[config.mk]
export PLATFORM = sky130hd
export DESIGN_NAME = keypad_scanner
export DESIGN_NICKNAME = d
export VERILOG_FILES = /design/src/rtl/keypad_pkg.sv /design/src/rtl/keypad_evt_fifo.sv /design/src/rtl/keypad_scanner.sv
export SDC_FILE = /design/constraint.sdc
export NUM_CORES = 1
export LEC_CHECK = 0
export ABC_CLOCK_PERIOD_IN_PS = 6880
export CAP_MARGIN = 10
export CORE_UTILIZATION = 30
export DETAILED_ROUTE_END_ITERATION = 8
export PLACE_DENSITY_LB_ADDON = 0.2
export SLEW_MARGIN = 10
export SYNTH_ARGS = -nofsm -noshare
export SYNTH_HDL_FRONTEND = slang
export SYNTH_HIERARCHICAL = 1
export SYNTH_SLANG_ARGS = --single-unit
[constraint.sdc]
create_clock -name iCLK -period 6.88 [get_ports iCLK]
set_input_delay 1.376 -clock iCLK [delete_from_list [all_inputs] [get_ports iCLK]]
set_output_delay 1.376 -clock iCLK [all_outputs]
set_load 0.02 [all_outputs]
[src/rtl/keypad_pkg.sv]
// Shared types and event-word layout for the matrix keypad scanner.
// The event word is {press, row, col}: col in the LSBs, press in the MSB.
package keypad_pkg;

    typedef enum logic [2:0] {
        ST_IDLE   = 3'd0,
        ST_DRIVE  = 3'd1,
        ST_SAMPLE = 3'd2,
        ST_EVAL   = 3'd3,
        ST_NEXT   = 3'd4
    } scan_state_e;

    localparam int EVT_COL_LSB = 0;

    function automatic int evt_w(input int rows, input int cols);
        return 1 + $clog2(rows) + $clog2(cols);
    endfunction

    function automatic int evt_row_lsb(input int cols);
        return EVT_COL_LSB + $clog2(cols);
    endfunction

    function automatic int evt_press_pos(input int rows, input int cols);
        return evt_row_lsb(cols) + $clog2(rows);
    endfunction

endpackage

[src/rtl/keypad_evt_fifo.sv]
// Single-clock FIFO with a registered head word, simultaneous push/pop, and
// drop-on-full that reports the dropped push as a one-cycle ovf_o pulse.
module keypad_evt_fifo #(
    parameter int WIDTH = 8,
    parameter int DEPTH = 8
) (
    input  logic             clk,
    input  logic             srst,
    input  logic             push_i,
    input  logic [WIDTH-1:0] push_data_i,
    input  logic             pop_i,
    output logic [WIDTH-1:0] head_o,
    output logic             empty_o,
    output logic             full_o,
    output logic             ovf_o
);
    localparam int AW = $clog2(DEPTH);

    logic [AW:0]      wr_ptr_q, wr_ptr_d;
    logic [AW:0]      rd_ptr_q, rd_ptr_d;
    logic [WIDTH-1:0] mem_q [DEPTH];
    logic [WIDTH-1:0] head_q, head_d;
    logic             push_fire, pop_fire;

    assign empty_o = (wr_ptr_q == rd_ptr_q);
    assign full_o  = (wr_ptr_q[AW] != rd_ptr_q[AW]) &&
                     (wr_ptr_q[AW-1:0] == rd_ptr_q[AW-1:0]);

    // A pop frees a slot in the same cycle, so push+pop is accepted even when full.
    assign pop_fire  = pop_i & ~empty_o;
    assign push_fire = push_i & (~full_o | pop_fire);
    assign ovf_o     = push_i & full_o & ~pop_fire;

    assign head_o = head_q;

    always_comb begin
        wr_ptr_d = wr_ptr_q + (AW+1)'(push_fire);
        rd_ptr_d = rd_ptr_q + (AW+1)'(pop_fire);
        // The new head is being written this cycle only when the FIFO is
        // (or becomes) empty apart from the incoming word.
        if (push_fire && (wr_ptr_q[AW-1:0] == rd_ptr_d[AW-1:0])) begin
            head_d = push_data_i;
        end else begin
            head_d = mem_q[rd_ptr_d[AW-1:0]];
        end
    end

    always_ff @(posedge clk) begin
        if (srst) begin
            wr_ptr_q <= '0;
            rd_ptr_q <= '0;
            head_q   <= '0;
        end else begin
            wr_ptr_q <= wr_ptr_d;
            rd_ptr_q <= rd_ptr_d;
            if (push_fire || pop_fire) begin
                head_q <= head_d;
            end
        end
    end

    always_ff @(posedge clk) begin
        if (push_fire) begin
            mem_q[wr_ptr_q[AW-1:0]] <= push_data_i;
        end
    end

endmodule

[src/rtl/keypad_scanner.sv]
// Matrix keypad scanner: one row driven at a time, 2-FF column sync, per-key
// debounce, press/release events queued in a FIFO. Option: KEYPAD_GHOST_BLOCK_EN.
module keypad_scanner
    import keypad_pkg::*;
#(
    parameter int ROWS       = 4,
    parameter int COLS       = 5,
    parameter int SETTLE_CYC = 64,
    parameter int DEB_SCANS  = 4,
    parameter int FIFO_DEPTH = 8
) (
    input  logic                         iCLK,
    input  logic                         iRST,
    input  logic                         iEN,
    input  logic [COLS-1:0]              iCOL_N,
    output logic [ROWS-1:0]              oROW_OE,
    output logic [evt_w(ROWS, COLS)-1:0] oEVT_DATA,
    output logic                         oEVT_VALID,
    input  logic                         iEVT_READY,
    output logic [ROWS*COLS-1:0]         oKEYS,
    output logic                         oOVF,
    input  logic                         iOVF_CLR
);
    localparam int RW        = $clog2(ROWS);
    localparam int CW        = $clog2(COLS);
    localparam int NK        = ROWS * COLS;
    localparam int KW        = $clog2(NK);
    localparam int SW        = $clog2(SETTLE_CYC);
    localparam int DW        = 4;
    localparam int EW        = evt_w(ROWS, COLS);
    localparam int PRESS_POS = evt_press_pos(ROWS, COLS);
    localparam int ROW_LSB   = evt_row_lsb(COLS);

    scan_state_e     state_q, state_d;
    logic [RW-1:0]   row_q, row_d;
    logic [CW-1:0]   col_q, col_d;
    logic [SW-1:0]   settle_q, settle_d;
    logic [COLS-1:0] sample_q, sample_d;
    logic [COLS-1:0] col_meta_q, col_sync_q;
    logic [NK-1:0]   keys_q;
    logic [DW-1:0]   cnt_q [NK];
    logic            ovf_q;

    logic            eval_en;
    logic            row_drive;
    logic [KW-1:0]   key_idx;
    logic            cur_stable, cur_sample;
    logic [DW-1:0]   cur_cnt, cnt_inc;
    logic            stable_d;
    logic [DW-1:0]   cnt_d;
    logic            evt_push;
    logic [EW-1:0]   evt_word;
    logic            ghost;
    logic            fifo_empty, fifo_ovf, fifo_full_unused;

    // Column pins are asynchronous; idle (released) level is high.
    always_ff @(posedge iCLK) begin
        if (iRST) begin
            col_meta_q <= '1;
            col_sync_q <= '1;
        end else begin
            col_meta_q <= iCOL_N;
            col_sync_q <= col_meta_q;
        end
    end

    always_ff @(posedge iCLK) begin
        if (iRST) begin
            state_q  <= ST_IDLE;
            row_q    <= '0;
            col_q    <= '0;
            settle_q <= '0;
            sample_q <= '0;
        end else begin
            state_q  <= state_d;
            row_q    <= row_d;
            col_q    <= col_d;
            settle_q <= settle_d;
            sample_q <= sample_d;
        end
    end

    // iEN is only consulted in IDLE and NEXT, so a started row always finishes.
    always_comb begin
        state_d  = state_q;
        row_d    = row_q;
        col_d    = col_q;
        settle_d = settle_q;
        sample_d = sample_q;
        eval_en  = 1'b0;
        unique case (state_q)
            ST_IDLE: begin
                settle_d = '0;
                if (iEN) begin
                    state_d = ST_DRIVE;
                end
            end
            ST_DRIVE: begin
                if (settle_q == SW'(SETTLE_CYC - 1)) begin
                    settle_d = '0;
                    state_d  = ST_SAMPLE;
                end else begin
                    settle_d = settle_q + SW'(1);
                end
            end
            ST_SAMPLE: begin
                sample_d = ~col_sync_q;
                col_d    = '0;
                state_d  = ST_EVAL;
            end
            ST_EVAL: begin
                eval_en = 1'b1;
                if (col_q == CW'(COLS - 1)) begin
                    state_d = ST_NEXT;
                end else begin
                    col_d = col_q + CW'(1);
                end
            end
            ST_NEXT: begin
                row_d   = (row_q == RW'(ROWS - 1)) ? '0 : row_q + RW'(1);
                state_d = iEN ? ST_DRIVE : ST_IDLE;
            end
            default: state_d = ST_IDLE;
        endcase
    end

    assign row_drive = (state_q == ST_DRIVE) || (state_q == ST_SAMPLE) ||
                       (state_q == ST_EVAL);

    for (genvar gi = 0; gi < ROWS; gi++) begin : g_row_oe
        assign oROW_OE[gi] = row_drive && (row_q == RW'(gi));
    end

`ifdef KEYPAD_GHOST_BLOCK_EN
    // A press completes a ghost rectangle when both its row and its column
    // already hold a pressed key; the key itself is still 0 at that point.
    logic [COLS-1:0] row_keys [ROWS];
    logic [ROWS-1:0] col_keys;

    for (genvar gi = 0; gi < ROWS; gi++) begin : g_ghost
        assign row_keys[gi] = keys_q[gi*COLS +: COLS];
        assign col_keys[gi] = row_keys[gi][col_q];
    end

    assign ghost = (|row_keys[row_q]) && (|col_keys);
`else
    assign ghost = 1'b0;
`endif

    always_comb begin
        key_idx    = KW'(row_q) * KW'(COLS) + KW'(col_q);
        cur_stable = keys_q[key_idx];
        cur_cnt    = cnt_q[key_idx];
        cur_sample = sample_q[col_q];
        cnt_inc    = cur_cnt + DW'(1);
        stable_d   = cur_stable;
        cnt_d      = '0;
        evt_push   = 1'b0;
        if (cur_sample != cur_stable) begin
            if (cnt_inc == DW'(DEB_SCANS)) begin
                if (ghost && !cur_stable) begin
                    // Hold one short of qualifying so the press re-qualifies next scan.
                    cnt_d = DW'(DEB_SCANS - 1);
                end else begin
                    stable_d = ~cur_stable;
                    evt_push = eval_en;
                end
            end else begin
                cnt_d = cnt_inc;
            end
        end
    end

    always_ff @(posedge iCLK) begin
        if (iRST) begin
            keys_q <= '0;
            for (int i = 0; i < NK; i++) begin
                cnt_q[i] <= '0;
            end
        end else if (eval_en) begin
            keys_q[key_idx] <= stable_d;
            cnt_q[key_idx]  <= cnt_d;
        end
    end

    always_comb begin
        evt_word                        = '0;
        evt_word[PRESS_POS]             = stable_d;
        evt_word[ROW_LSB +: RW]         = row_q;
        evt_word[EVT_COL_LSB +: CW]     = col_q;
    end

    keypad_evt_fifo #(
        .WIDTH (EW),
        .DEPTH (FIFO_DEPTH)
    ) u_evt_fifo (
        .clk         (iCLK),
        .srst        (iRST),
        .push_i      (evt_push),
        .push_data_i (evt_word),
        .pop_i       (iEVT_READY),
        .head_o      (oEVT_DATA),
        .empty_o     (fifo_empty),
        .full_o      (fifo_full_unused),
        .ovf_o       (fifo_ovf)
    );

    // Set has priority over clear so a same-cycle drop is never lost.
    always_ff @(posedge iCLK) begin
        if (iRST) begin
            ovf_q <= 1'b0;
        end else if (fifo_ovf) begin
            ovf_q <= 1'b1;
        end else if (iOVF_CLR) begin
            ovf_q <= 1'b0;
        end
    end

    assign oEVT_VALID = ~fifo_empty;
    assign oKEYS      = keys_q;
    assign oOVF       = ovf_q;

endmodule
==> metrics <==
Cell Pwr Density 275.4 nW/um^2; Clock Sinks 240; crit path time final ~5.7 ns; overall global routing resource usage 14.44%; initial antenna violation count 0; worst hold slack approximately 0.40 ns; Worst slew margin 28.30%; Synthesis Warnings 6; syn_nets 852; CP Max Fanout 15; I/O Pins 42; setup bufs post-CTS 0; WP data arrival 5.87 ns; port bufs 41; Seq pwr share between 40% and 50%; fin nets 887; # Max-Cap Violations 0; CTS Root Cell clkbuf_16; met3 usage 2.185%; Hold Path Class flop to flop; die area 36690 sq um; CP peak stage delay between 0.7 and 0.8 ns; Inst Count DP 1290; number of global-route vias before repair 6546; Max Slew Vio Count 0; Worst Setup Start Kind flop; initial core utilization 30.37%; family with the most delay on the worst path simple AND/OR/NAND/NOR gates; clock slew at reported path FFs 0.06 ns; peak supply drop 0.0001885 V; sw power 897.8 uW; CP most frequent cell ha_1; leak pwr 4.090 nW; Avg Inst Size Synth 13.10 sq um; Setup WS post-layout 1.150 ns; status finished, final reports clean; number of buffers created by CTS 27; first-pass GRT wire length approximately 40 mm; Die W 191.5 um; Tot Pwr 3.422 mW; CORE AREA 35480 sq um; Netlist Area Pre-Place around 11000 sq um; most common cell after layout, fill and taps aside edfxtp_1; Avg WL per Cell 19.31 um; antenna cells 0; WS Path Type flop to flop; CTS tree done; via count ~6600; part of the power in the clock network 38.6%; Buf/Inv on CP 3; Place WS 1.129 ns; Finished Layout Cells 1338; Row Count 69; Longest Clk Path Bufs 3; commonest non-fill, non-tap cells in the layout 176 x edfxtp_1, 118 x nor2_1, 64 x dfxtp_1; Die Span Y about 190 um; largest net degree at the start of global routing 68; Crit. End Element flop; remaining antenna violation count 0; met2 Track Usage GR 23.22%; cell internal pwr 2.525 mW; DR DRC count 0; Syn Inst Count just over 800; Worst EP required between 7 and 8 ns; Fin Setup TNS 0 ns; setup violators final 0; RSZ-0062 raised after global routing false; CP cell instances ha_1, ha_1, fa_1, buf_4, nor2b_1, a22oi_1, a21oi_1, or4_4, inv_1, ha_1, o211ai_1, nor3_1, o21ai_0, inv_1, nand2_1, nor3_1; grt met1 use between 10% and 20%; hold violation count in the final report 0; Slowest cell on crit path nor3_1; gr busiest metal met2; post_cts resized 0; drt first pass iters 5; Area Overhead vs Synth 15.30%; combinational share of power ~14%; final WL 25.84 mm; layout cells sized above 1 15.74%; First DRT Iteration DRCs 450; Switching Share a little over a quarter; max frequency 174.5 MHz; GPL Wtd Cong 0.8380; clock latency on the worst-skew pair 0.55 ns; routed vias/inst 4.926; Tightest Pin Transition 1.067 ns; H-tree levels 1; Setup Skew 0.03634 ns; period utilisation layout roughly 83%; remaining global-route overflow 0; post-cts hold buffer count 0; Final HPWL DP 17.90 mm
==> through the flow <==
| stage | utilization [%] | area, sq um |
|---|---|---|
| floorplan | - | 10780 |
| global placement | 32.74 | 11620 |
| detailed placement | 32.74 | 11620 |
| CTS | 35.02 | 12430 |
| global route | 35.02 | 12430 |
| finish | 35.02 | 12430 |
==> routing by layer <==
| metal | part of all wire, % | vias up |
|---|---|---|
| li1 | - | 3133 |
| met1 | 46 | 3257 |
| met2 | 46 | 157 |
| met3 | 4.5 | 44 |
| met4 | 2.9 | 0 |
| met5 | 0 | - |
==> registers in the layout, indices dropped and copies added (netlist names) <==
| name | cells |
|---|---|
| settle_q | 6 |
| state_q | 3 |
| col_q | 3 |
| u_evt_fifo/head_o | 6 |
| row_q | 2 |
| u_evt_fifo/wr_ptr_q | 4 |
| sample_q | 5 |
| u_evt_fifo/rd_ptr_q | 4 |
| col_meta_q | 5 |
| col_sync_q | 5 |
| oKEYS | 20 |
| oOVF | 1 |
| cnt_q | 128 |
| u_evt_fifo/mem_q | 48 |
==> worst paths after layout <==
check / slack (ns) / to / start / cells past startpoint
hold / removal: 0.40 / col_sync_q[0]$_SDFF_PP1_ / col_meta_q[0]$_SDFF_PP1_ / 1
setup / recovery: 1.15 / u_evt_fifo/mem_q[1][5]$_DFFE_PP_ / col_q[1]$_SDFFE_PP0P_ / 16
hold reg to reg: 0.40 / col_sync_q[0]$_SDFF_PP1_ / col_meta_q[0]$_SDFF_PP1_ / 1
setup reg to reg: 1.15 / u_evt_fifo/mem_q[1][5]$_DFFE_PP_ / col_q[1]$_SDFFE_PP0P_ / 16
==> power by group through the flow <==
| stage | clock (mW) | sequential (mW) | combinational, mW |
|---|---|---|---|
| floorplan | 0 | 1.65 | 0.359 |
| global placement | 0 | 1.66 | 0.486 |
| detailed placement | 0 | 1.66 | 0.485 |
| CTS | 1.36 | 1.62 | 0.486 |
| global route | 1.41 | 1.63 | 0.520 |
| finish | 1.32 | 1.62 | 0.476 |
==> area by class of cell <==
class / count / area [sq um]
Clock inverter: 12 / 60.06
Clock buffer: 36 / 749.5
Tap cell: 461 / 576.8
Sequential cell: 240 / 6566
Fill cell: 3476 / 23060
Inverter: 37 / 138.9
Timing Repair Buffer: 57 / 525.5
Multi-Input combinational cell: 495 / 3810
Note: power is estimated with default switching activity, not from simulation.
